**config.mk**
```make
export PLATFORM = sky130hd
export DESIGN_NAME = reset_req_gen
export DESIGN_NICKNAME = d
export VERILOG_FILES = /design/src/rtl/reset_req_gen.sv
export SDC_FILE = /design/constraint.sdc
export NUM_CORES = 1
export LEC_CHECK = 0
export CAP_MARGIN = 0
export CORE_ASPECT_RATIO = 1.75
export CORE_MARGIN = 5
export CORE_UTILIZATION = 34
export DETAILED_ROUTE_END_ITERATION = 7
export GPL_TIMING_DRIVEN = 0
export SYNTH_ARGS = -nofsm -noshare
export SYNTH_HDL_FRONTEND = slang
export SYNTH_SLANG_ARGS = --single-unit
```
**constraint.sdc**
```tcl
create_clock -name CLK -period 2.7 [get_ports CLK]
set_clock_uncertainty 0.1 [all_clocks]
set_input_delay 0.27 -clock CLK [delete_from_list [all_inputs] [get_ports CLK]]
set_output_delay 0.27 -clock CLK [all_outputs]
set_load 0.05 [all_outputs]
```
**src/rtl/reset_req_gen.sv**
```systemverilog
// reset_req_gen: turns a debounced push-button, a CPU soft-reset strobe and a
// watchdog timeout into a single fixed-width active-low reset request pulse,
// followed by a holdoff window during which new requests are dropped.
module reset_req_gen #(
  parameter int unsigned CLK_DIV        = 32,
  parameter int unsigned DEBOUNCE_TICKS = 16,
  parameter int unsigned PULSE_TICKS    = 64,
  parameter int unsigned HOLDOFF_TICKS  = 256,
  parameter int unsigned WDT_TICKS      = 65535
) (
  input  logic       CLK,
  input  logic       SYS_RESET_N,
  input  logic       KEY_N,
  input  logic       SOFT_REQ,
  input  logic       WDT_EN,
  input  logic       WDT_KICK,
  output logic       RESET_REQ_N,
  output logic [1:0] CAUSE,
  output logic       BUSY
);

  localparam int unsigned TMAX = (PULSE_TICKS > HOLDOFF_TICKS) ? PULSE_TICKS : HOLDOFF_TICKS;
  localparam int unsigned PW   = (CLK_DIV > 1) ? $clog2(CLK_DIV) : 1;
  localparam int unsigned DW   = (DEBOUNCE_TICKS > 1) ? $clog2(DEBOUNCE_TICKS) : 1;
  localparam int unsigned TW   = (TMAX > 1) ? $clog2(TMAX) : 1;
  localparam int unsigned WW   = $clog2(WDT_TICKS + 1);

  localparam logic [1:0] CAUSE_NONE = 2'b00;
  localparam logic [1:0] CAUSE_KEY  = 2'b01;
  localparam logic [1:0] CAUSE_SOFT = 2'b10;
  localparam logic [1:0] CAUSE_WDT  = 2'b11;

  typedef enum logic [1:0] {
    ST_IDLE    = 2'd0,
    ST_ASSERT  = 2'd1,
    ST_HOLDOFF = 2'd2
  } state_t;

  state_t        state;
  logic [PW-1:0] presc;
  logic [TW-1:0] st_cnt;
  logic          key_meta;
  logic          key_sync;
  logic          key_acc;
  logic [DW-1:0] deb_cnt;
  logic [WW-1:0] wdt_cnt;

  logic          tick_c;
  logic          key_diff_c;
  logic          key_evt_c;
  logic          wdt_evt_c;

  // Prescaler terminal count marks the tick cycle
  assign tick_c     = (presc == PW'(CLK_DIV - 1));
  assign key_diff_c = (key_sync != key_acc);
  // A press is accepted on the tick that completes the stable-low run
  assign key_evt_c  = tick_c && key_diff_c && !key_sync &&
                      (deb_cnt == DW'(DEBOUNCE_TICKS - 1));
  // Expiry fires on the tick that brings the count to its limit
  assign wdt_evt_c  = (state == ST_IDLE) && WDT_EN && !WDT_KICK && tick_c &&
                      (wdt_cnt == WW'(WDT_TICKS - 1));

  // Two-flop synchroniser for the asynchronous push-button
  always_ff @(posedge CLK) begin
    if (!SYS_RESET_N) begin
      key_meta <= 1'b1;
      key_sync <= 1'b1;
    end else begin
      key_meta <= KEY_N;
      key_sync <= key_meta;
    end
  end

  // Debounce: accepted level follows the synchronised key after a stable run of ticks
  always_ff @(posedge CLK) begin
    if (!SYS_RESET_N) begin
      key_acc <= 1'b1;
      deb_cnt <= '0;
    end else if (tick_c) begin
      if (!key_diff_c) begin
        deb_cnt <= '0;
      end else if (deb_cnt == DW'(DEBOUNCE_TICKS - 1)) begin
        key_acc <= key_sync;
        deb_cnt <= '0;
      end else begin
        deb_cnt <= deb_cnt + DW'(1);
      end
    end
  end

  // Watchdog counter: runs on ticks only while enabled and idle, saturates at the limit
  always_ff @(posedge CLK) begin
    if (!SYS_RESET_N) begin
      wdt_cnt <= '0;
    end else if ((state != ST_IDLE) || !WDT_EN || WDT_KICK) begin
      wdt_cnt <= '0;
    end else if (tick_c && (wdt_cnt != WW'(WDT_TICKS))) begin
      wdt_cnt <= wdt_cnt + WW'(1);
    end
  end

  // Main FSM with registered outputs; prescaler restarts on every state entry
  always_ff @(posedge CLK) begin
    if (!SYS_RESET_N) begin
      state       <= ST_IDLE;
      presc       <= '0;
      st_cnt      <= '0;
      RESET_REQ_N <= 1'b1;
      CAUSE       <= CAUSE_NONE;
      BUSY        <= 1'b0;
    end else begin
      presc <= tick_c ? '0 : presc + PW'(1);
      unique case (state)
        ST_IDLE: begin
          if (wdt_evt_c || key_evt_c || SOFT_REQ) begin
            state       <= ST_ASSERT;
            presc       <= '0;
            st_cnt      <= '0;
            RESET_REQ_N <= 1'b0;
            BUSY        <= 1'b1;
            if (wdt_evt_c) begin
              CAUSE <= CAUSE_WDT;
            end else if (key_evt_c) begin
              CAUSE <= CAUSE_KEY;
            end else begin
              CAUSE <= CAUSE_SOFT;
            end
          end
        end
        ST_ASSERT: begin
          if (tick_c) begin
            if (st_cnt == TW'(PULSE_TICKS - 1)) begin
              state       <= ST_HOLDOFF;
              presc       <= '0;
              st_cnt      <= '0;
              RESET_REQ_N <= 1'b1;
            end else begin
              st_cnt <= st_cnt + TW'(1);
            end
          end
        end
        ST_HOLDOFF: begin
          if (tick_c) begin
            if (st_cnt == TW'(HOLDOFF_TICKS - 1)) begin
              state  <= ST_IDLE;
              presc  <= '0;
              st_cnt <= '0;
              BUSY   <= 1'b0;
            end else begin
              st_cnt <= st_cnt + TW'(1);
            end
          end
        end
        default: begin
          state       <= ST_IDLE;
          presc       <= '0;
          st_cnt      <= '0;
          RESET_REQ_N <= 1'b1;
          BUSY        <= 1'b0;
        end
      endcase
    end
  end

endmodule

```
==> summary.md, run 1 <==
| Metric | Value |
|---|---|
| XOR/XNOR Fraction of Synth Area | `6.712%` |
| Share of the yosys chip area belonging to registers | `37.90%` |
| Worst path max stage delay | `approximately 0.53 ns` |
| Setup ws final | `approximately 0.23 ns` |
| Syn Area/Cell | `around 8.5 sq um` |
| 1st-pass router iterations | `4` |
| Largest family of logic cells by synthesized area | `simple AND/OR/NAND/NOR gates` |
| Cell Chain, Critical Path | `ha_1 > and3_1 > ha_2 > and3_4 > a2111o_2 > a211o_1 > nor3_2` |
| FFs w/ async S/R, synth | `0%` |
| H-tree lvl count | `2` |
| P per Cell Area | `748.5 nW/um^2` |
| Mux contribution to synthesized area | `1.354%` |
| Cell Area, Synth | `2218 sq um` |
| Peak supply drop | `511.1 uV` |
| Placer congestion estimate | `roughly 0.84` |
| Reg2Reg Setup Slack | `0.23 ns` |
| Synth area leaders | `dfxtp_1 (38%), ha_1 (6.8%), xnor2_1 (5.9%)` |
| Reg2Reg Depth | `7` |
| Final routed DRC violation total | `0` |
| Worst path top cell family by delay | `compound AO/OA/AOI/OAI gates` |
| Drt initial violations | `about 110` |
| Top-area cell type share of the netlist area | `approximately 38%` |
| FP Rows | `39` |
| CTS tree | `done` |
| EDFF count, synth | `0` |
| Final Max Slew Viols | `0` |
| Placed instance area | `about 2400 sq um` |
| Final hold violations | `0` |
| Die width | `71.06 um` |
| CP Launch Type | `register` |
| Max Fclk | `around 400 MHz` |
| Final nets | `293` |
| Pre-CTS setup slack | `roughly 0.026 ns` |
| Final worst path period need | `2.467 ns` |
| Critical path peak fanout | `10` |
| Drt total wl | `about 5.0 mm` |
| Global-route wire length before repair | `~8 mm` |
| CP Data Required Time | `2.82 ns` |
| Main synth FF type | `dfxtp_1` |
| Drt wl/cell | `~14 um` |
| Inserted Diodes | `0` |
| Syn-to-layout area delta | `15.85%` |
| Synth Area in Compound Gates | `12.63%` |
| Seq cells post-synth | `42` |
| Worst-Skew Late Latency | `0.28 ns` |
| Filler cell count | `688` |
| P_leak | `between 0.8 and 0.9 nW` |
| Worst R2R Start | `presc[0]` |
| Crit-path slowest cell | `a2111o_2` |
| Simple-Gate Fraction of Synth Area | `30.74%` |
| Die Ht | `116.9 um` |
| Mapped Cells | `261` |
| Post-CTS Repair Setup Buffers | `0` |
| Max Root-Sink Buffers | `2` |
| CTS Hold Bufs | `0` |
| Worst-Margin Slew | `0.9940 ns` |
| Slew margin rel. | `33.12%` |
| Largest net degree at the start of global routing | `14` |
| Status | `finished, final reports clean` |
| WHS Path Cells | `2` |
| Min-Delay Endpoint | `key_meta` |
| Commonest cells post-synth | `dfxtp_1 (42), nor2_1 (27), nand2_1 (26), xnor2_1 (15)` |
| Crit end category | `register` |
| I/O pins | `10` |
| Total CTS buffers | `5` |
| Unrepaired setup endpoints after global routing | `no` |
| Unique masters post-synth | `between 40 and 50` |
| CTS root buf | `clkbuf_16` |
| Gr ovfl total | `0` |
| All-Layer GR Usage | `12.82%` |
| Hold Path Origin | `SYS_RESET_N` |
| Warnings, synthesis | `0` |
| Initial antenna violation count | `0` |
| Synth Area in Adders | `6.768%` |
| Maxcap violations | `0` |
| Vias in the first global route | `1807` |
| Arrival time worst endpoint | `2.58 ns` |
| DP Wirelength | `3.740 mm` |
| Die Footprint | `between 8000 and 9000 sq um` |
| Setup TNS | `0 ns` |
| Buf/Inv on CP | `0` |
| Design area | `2570 sq um` |
| Share of cells above drive strength 1 | `9.420%` |
| Net count after synthesis | `279` |
| Via Count | `1913` |
| Setup Crit Path Kind | `register to register` |
| Core area | `6441 sq um` |
| Top-count cell post-synth | `dfxtp_1` |
| Hold crit path type | `primary input to register` |
| Total power | `0.001924 W` |
| Vias per cell | `5.344` |
| CTS clock-pin slew for the worst setup and hold paths | `0.06 ns` |
| Fin crit share | `about nine tenths` |
| Clock sinks | `42` |
| Number of routed nets with antenna violations | `0` |
| Port buffer count | `8` |
| Initial core utilization | `34.44%` |
| Cell taking the most area after synthesis | `dfxtp_1` |
| Worst r2r dst | `presc[2]` |
| Setup violators final | `0` |
## flip-flops by register name, summed over array words and instances, names as in the netlist, 2 cells and up
register  count
state         2
wdt_cnt      16
deb_cnt       4
presc         5
st_cnt        8
CAUSE         2
## placed cells by master, fill, tap and decap left out, drive strengths merged, types with 3 or more instances in the layout
| cell type | synthesis | routed |
|---|---|---|
| nor4 | 11 | 11 |
| nand2b | 4 | 4 |
| nor3b | 3 | 3 |
| inv | 13 | 13 |
| a21oi | 10 | 10 |
| o22ai | 4 | 4 |
| clkdlybuf4s50 | 0 | 8 |
| xnor2 | 15 | 15 |
| ha | 12 | 12 |
| or3 | 7 | 7 |
| and3 | 3 | 3 |
| or2 | 5 | 5 |
| nand3 | 15 | 15 |
| nand4 | 7 | 7 |
| nand2 | 26 | 26 |
| dfxtp | 42 | 42 |
| o21ai | 8 | 8 |
| nor3 | 11 | 11 |
| nor2 | 27 | 27 |
| clkbuf | 6 | 10 |
| mux2i | 3 | 3 |
| a211oi | 5 | 5 |
## timing repair
item,4_1_cts,5_1_grt
gates resized for setup,0,2
endpoints found under the setup margin,0,7
endpoints found under the hold margin,0,0
## per-stage QoR
stage	instances	util, %	hold slack, ns
3_3_place_gp	351	37.28	0.2973
5_1_grt	358	39.90	0.2813
6_report	358	39.90	0.2673
3_5_place_dp	351	37.28	0.2931
4_1_cts	359	39.84	0.2550
2_1_floorplan	261	-	0.2715
## worst max path at each step
stage,start,cells after the start,slack (ns),to
after global routing,state[0],7,0.1,presc[3]
after floorplan,presc[0],8,0.28,presc[2]
after CTS,presc[0],8,0.01,presc[2]
after detailed placement,presc[0],8,0.03,presc[3]
after global placement,presc[0],8,0.04,presc[2]
final,presc[0],7,0.23,presc[2]
## per-layer routing
metal | GRT usage [%] | share of wire (%) | vias up
li1 | - | - | 970
met1 | 12.76 | 39 | 881
met2 | 24.30 | 55 | 50
met3 | 2.479 | 3.5 | 12
met4 | 7.528 | 2.4 | 0
met5 | 0 | 0 | -
## layout make-up
| type | instances | area (sq um) | share of cell area, % |
|---|---|---|---|
| well taps | 82 | 102.6 | 3.992 |
| repair buffers | 8 | 80.08 | 3.116 |
| multi-input cells | 198 | 1299 | 50.54 |
| clock buffers | 5 | 125.1 | 4.869 |
| inverters | 13 | 48.80 | 1.899 |
| flip-flops and latches | 42 | 840.8 | 32.72 |
| clock inverters | 3 | 40.04 | 1.558 |
| plain buffers | 7 | 33.78 | 1.315 |
## kinds of logic (layout without fill, tap and decap cells)
family / Yosys count / in the layout
xor+xnor: 17 / 17
fa+ha+maj: 12 / 12
mux: 3 / 3
simple gates: 125 / 125
flops: 42 / 42
buf+inv: 21 / 36
compound gates: 41 / 41
## power by group
part	internal (W)	total, W	switching [W]
combinational	0.000206	0.000553	0.000347
sequential	0.000664	0.000695	0.0000319
clock	0.000433	0.000675	0.000243
total	0.00130	0.00192	0.000622
No activity file was read; power rests on OpenSTA's default activity.
==> inputs of run 2 (changes only) <==
SKIP_LAST_GASP = 1   (was default)
==> summary.md, run 2 (synthesized netlist as in run 1, its figures left out) <==
| Metric | Value |
|---|---|
| Status | `finished, final reports clean` |
| Worst-Margin Slew | `0.9843 ns` |
| CP Launch Type | `register` |
| Largest net degree at the start of global routing | `14` |
| All-Layer GR Usage | `12.82%` |
| Global-route wire length before repair | `8.224 mm` |
| Final hold violations | `0` |
| Clk pwr share | `35.1%` |
| Setup violators final | `0` |
| Most common cell after layout, fill and taps aside | `dfxtp_1` |
| CTS clock-pin slew for the worst setup and hold paths | `0.06 ns` |
| Clock sinks | `42` |
| Vias per cell | `5.263` |
| Sw frac | `32.29%` |
| Total CTS buffers | `5` |
| Most frequent cells in the layout | `dfxtp_1 (42), nor2_1 (27), nand2_1 (26)` |
| Inst Count DP | `351` |
| Critical path peak fanout | `10` |
| Cell Int Power | `0.001302 W` |
| Initial antenna violation count | `0` |
| Sequential share of power | `roughly 36%` |
| I/O pins | `10` |
| Biggest register | `wdt_cnt` |
| Hold Path Origin | `SYS_RESET_N` |
| Fin crit share | `about 95%` |
| Setup Crit Path Kind | `register to register` |
| Pre-CTS setup slack | `0.02576 ns` |
| Port buffer count | `8` |
| Inserted Diodes | `0` |
| Gr ovfl total | `0` |
| Drt total wl | `between 4 and 5 mm` |
| CTS root buf | `clkbuf_16` |
| Final Max Slew Viols | `0` |
| Setup ws final | `around 0.13 ns` |
| Die Footprint | `8304 sq um` |
| Worst hold slack | `0.2606 ns` |
| P_leak | `0.8402 nW` |
| CP Data Required Time | `2.82 ns` |
| Drt initial violations | `86` |
| Die width | `71.06 um` |
| Final routed DRC violation total | `0` |
| Initial core utilization | `34.44%` |
| P per Cell Area | `749.0 nW/um^2` |
| Post-CTS Repair Setup Buffers | `0` |
| 1st-pass router iterations | `4` |
| Crit-path slowest cell | `a2111o_2` |
| DP Wirelength | `around 3.7 mm` |
| Worst R2R Start | `presc[0]` |
| Via Count | `1884` |
| Max reg flops | `16` |
| Worst Setup SP | `presc[0]` |
| Crit end category | `register` |
| Share of cells above drive strength 1 | `9.058%` |
| Biggest regs | `wdt_cnt: 16 flops, st_cnt: 8 flops, presc: 5 flops` |
| Number of routed nets with antenna violations | `0` |
| Fin cells | `around 360` |
| Worst path max stage delay | `about 0.53 ns` |
| Peak supply drop | `just over 500 uV` |
| Design area | `2567 sq um` |
| Max Fclk | `389.6 MHz` |
| Slew margin rel. | `33.78%` |
| Arrival time worst endpoint | `2.68 ns` |
| Most frequent CP cell | `ha_1` |
| Final core utilization | `roughly two fifths` |
| Logic pwr share | `28.7%` |
| CTS tree | `done` |
| P_sw | `0.0006210 W` |
| Maxcap violations | `0` |
| FP Rows | `39` |
| Placer congestion estimate | `0.8387` |
| Cell Chain, Critical Path | `ha_1 > and3_1 > ha_1 > and3_4 > a2111o_2 > a211o_1 > nor3_2` |
| Final nets | `between 200 and 300` |
| Placed instance area | `2401 sq um` |
| Core area | `6441 sq um` |
| Syn-to-layout area delta | `15.74%` |
| Die Ht | `116.9 um` |
| H-tree lvl count | `2` |
| Hold crit path type | `primary input to register` |
| Unrepaired setup endpoints after global routing | `yes` |
| Drt wl/cell | `13.95 um` |
| Worst-Skew Late Latency | `~0.29 ns` |
| Vias in the first global route | `1807` |
| Final worst path period need | `2.567 ns` |
| Max Root-Sink Buffers | `2` |
-- run 2: layer usage --
layer	vias up	track usage [%]	share of wire, %
li1	964	-	-
met1	882	12.76	40
met2	31	24.30	55
met3	7	2.479	2.6
met4	0	7.528	2.6
met5	-	0	0
-- run 2: repair_timing --
item | CTS | global route
resized for setup | 0 | 1
hold buffers | 0 | 0
endpoints found under the setup margin | 0 | 7
-- run 2: path summary, 6_finish.rpt --
path | to | slack [ns] | cells after the start
setup / recovery | presc[2] | 0.13 | 7
hold / removal | key_meta | 0.26 | 2
setup reg to reg | presc[2] | 0.13 | 7
hold reg to reg | key_sync | 0.31 | 1
-- run 2: area by class of cell --
type,instances,area [sq um]
Inverter,13,48.80
Buffer,7,33.78
Tap cell,82,102.6
Fill cell,688,3874
Clock buffer,5,125.1
Timing Repair Buffer,8,80.08
Multi-Input combinational cell,198,1296
Clock inverter,3,40.04
Sequential cell,42,840.8
-- run 2: worst max-delay path, delay by kind of cell (launching register included) --
| family | cells | cell delay, ns |
|---|---|---|
| AO/OA/AOI/OAI | 2 | 0.93 |
| flip-flops | 1 | 0.32 |
| adder cells (fa/ha/maj) | 2 | 0.53 |
| AND/OR/NAND/NOR | 3 | 0.61 |
-- run 2: per-stage QoR --
stage / TNS, ns / power (W)
after floorplan: 0 / 0.001108
after global routing: -0.006819 / 0.002036
final: 0 / 0.001923
after global placement: 0 / 0.001252
after CTS: 0 / 0.001945
after detailed placement: 0 / 0.001262
-- run 2: power by group through the flow --
stage                     Combinational [W]  Clock [W]  Sequential, W
after floorplan                    0.000352          0       0.000756
after global placement             0.000545          0       0.000707
after detailed placement           0.000554          0       0.000709
after CTS                          0.000556   0.000693       0.000695
after global routing               0.000615   0.000720       0.000701
final                              0.000553   0.000675       0.000696
==> inputs of run 3 (changes only) <==
GPL_ROUTABILITY_DRIVEN = 0   (was default)
clock period = 3.2 ns   (was 2.7 ns; I/O delays follow)
==> summary.md, run 3 (synthesized netlist as in run 1, its figures left out) <==
| Metric | Value |
|---|---|
| Status | `finished, final reports clean` |
| P per Cell Area | `631.2 nW/um^2` |
| FP Rows | `39` |
| H-tree lvl count | `2` |
| Largest net degree at the start of global routing | `14` |
| Hold crit path type | `register to register` |
| Biggest regs | `wdt_cnt: 16 flops, st_cnt: 8 flops, presc: 5 flops` |
| Initial antenna violation count | `0` |
| Worst Setup SP | `presc[0]` |
| Max Fclk | `375.1 MHz` |
| Max reg flops | `16` |
| CTS Hold Bufs | `0` |
| Post-CTS Repair Setup Buffers | `0` |
| Port buffer count | `8` |
| 1st-pass router iterations | `5` |
| Syn-to-layout area delta | `15.68%` |
| Placed instance area | `2401 sq um` |
| Worst-Margin Slew | `0.9792 ns` |
| Sequential share of power | `36.2%` |
| Setup violators final | `0` |
| Max Root-Sink Buffers | `2` |
| Most frequent cells in the layout | `dfxtp_1 (42), nor2_1 (27), nand2_1 (26)` |
| Reg2Reg Depth | `8` |
| Critical path peak fanout | `10` |
| Drt wl/cell | `~14 um` |
| Final worst path period need | `approximately 2.7 ns` |
| CP Launch Type | `register` |
| Die Footprint | `~8300 sq um` |
| Worst setup path end | `presc[2]` |
| Vias in the first global route | `1807` |
| Die Ht | `116.9 um` |
| Final Max Slew Viols | `0` |
| Slew margin rel. | `about a third` |
| Peak supply drop | `430.5 uV` |
| Arrival time worst endpoint | `2.78 ns` |
| Total CTS buffers | `5` |
| Setup Crit Path Kind | `register to register` |
| Initial core utilization | `34.44%` |
| Design area | `2566 sq um` |
| Cell Int Power | `0.001097 W` |
| Worst R2R Start | `presc[0]` |
| Most common cell after layout, fill and taps aside | `dfxtp_1` |
| Sw frac | `32.29%` |
| Worst r2r dst | `presc[2]` |
| I/O pins | `10` |
| Drt initial violations | `between 100 and 150` |
| Setup TNS | `0 ns` |
| Crit end category | `register` |
| CP Data Required Time | `3.32 ns` |
| Final hold violations | `0` |
| CTS root buf | `clkbuf_16` |
| Gr ovfl total | `0` |
| Fin crit share | `83.31%` |
| Logic pwr share | `28.6%` |
| Inserted Diodes | `0` |
| Via Count | `roughly 1900` |
| P_sw | `0.0005230 W` |
| Reg2Reg Setup Slack | `0.53 ns` |
| Final nets | `a little under 300` |
| P_leak | `0.8399 nW` |
| Share of cells above drive strength 1 | `8.664%` |
| CTS tree | `done` |
| All-Layer GR Usage | `12.82%` |
| Core area | `approximately 6400 sq um` |
| CTS clock-pin slew for the worst setup and hold paths | `0.06 ns` |
| Maxcap violations | `0` |
| Post-CTS sizing | `0` |
| Vias per cell | `5.287` |
| Number of routed nets with antenna violations | `0` |
| Drt total wl | `between 5 and 6 mm` |
| Die width | `71.06 um` |
| Final routed DRC violation total | `0` |
| DP Wirelength | `3.740 mm` |
| Clk pwr share | `35.2%` |
| Biggest register | `wdt_cnt` |
| Worst-Skew Late Latency | `around 0.28 ns` |
| Clock sinks | `42` |
| Unrepaired setup endpoints after global routing | `no` |
| Global-route wire length before repair | `just over 8 mm` |
[run 3: cell types whose count changed in the layout (fill, tap and decap cells not counted)]
cell | previous run | this run
clkbuf_1 | 5 | 6
nor3b_1 | 1 | 2
nor3b_2 | 2 | 1
[run 3: layer usage]
layer	global-route usage [%]	share of wire (%)	up-vias	wire [um]
li1	-	-	968	-
met1	12.76	40	876	2002
met2	24.30	55	42	2745
met3	2.479	2.9	12	143
met4	7.528	2.2	0	112
met5	0	0	-	0
[run 3: how the worst min path moves through the flow]
| stage | start | endpoint | slack, ns | depth (start not counted) |
|---|---|---|---|---|
| after CTS | SYS_RESET_N | key_meta | 0.31 | 2 |
| after detailed placement | key_meta | key_sync | 0.29 | 1 |
| after floorplan | key_meta | key_sync | 0.29 | 1 |
| after global routing | SYS_RESET_N | key_meta | 0.33 | 2 |
| after global placement | key_meta | key_sync | 0.30 | 1 |
| final | key_meta | key_sync | 0.31 | 1 |
[run 3: final cells by class]
| class | count | area [sq um] |
|---|---|---|
| fill | 687 | 3875 |
| multi-input combinational | 198 | 1291 |
| sequential | 42 | 840.8 |
| clock buffer | 5 | 125.1 |
| tap | 82 | 102.6 |
| timing repair buffer | 8 | 80.08 |
| inverter | 13 | 48.80 |
| clock inverter | 3 | 40.04 |
| buffer | 8 | 37.54 |
[run 3: critical path, stage by stage (launching register included)]
cell	delay, ns
dfxtp_1	0.32
ha_1	0.22
and3_1	0.21
ha_1	0.17
clkbuf_1	0.22
and3_4	0.25
a2111o_2	0.53
a211o_1	0.40
nor3_2	0.16
[run 3: power by group through the flow]
stage	sequential [W]	combinational (W)	clock [W]
3_3_place_gp	0.000597	0.000460	0
4_1_cts	0.000586	0.000469	0.000585
2_1_floorplan	0.000638	0.000297	0
6_report	0.000587	0.000463	0.000570
3_5_place_dp	0.000598	0.000467	0
5_1_grt	0.000592	0.000516	0.000608
[run 3: stage by stage]
step | worst slack (ns) | power [W] | instances | util [%] | hold WS, ns
floorplan | 0.7780 | 0.0009348 | 261 | - | 0.2863
global placement | 0.5418 | 0.001056 | 351 | 37.28 | 0.2973
detailed placement | 0.5258 | 0.001065 | 351 | 37.28 | 0.2931
CTS | 0.5130 | 0.001641 | 359 | 39.84 | 0.3050
global route | 0.3831 | 0.001715 | 359 | 39.84 | 0.3313
finish | 0.5341 | 0.001620 | 359 | 39.84 | 0.3074
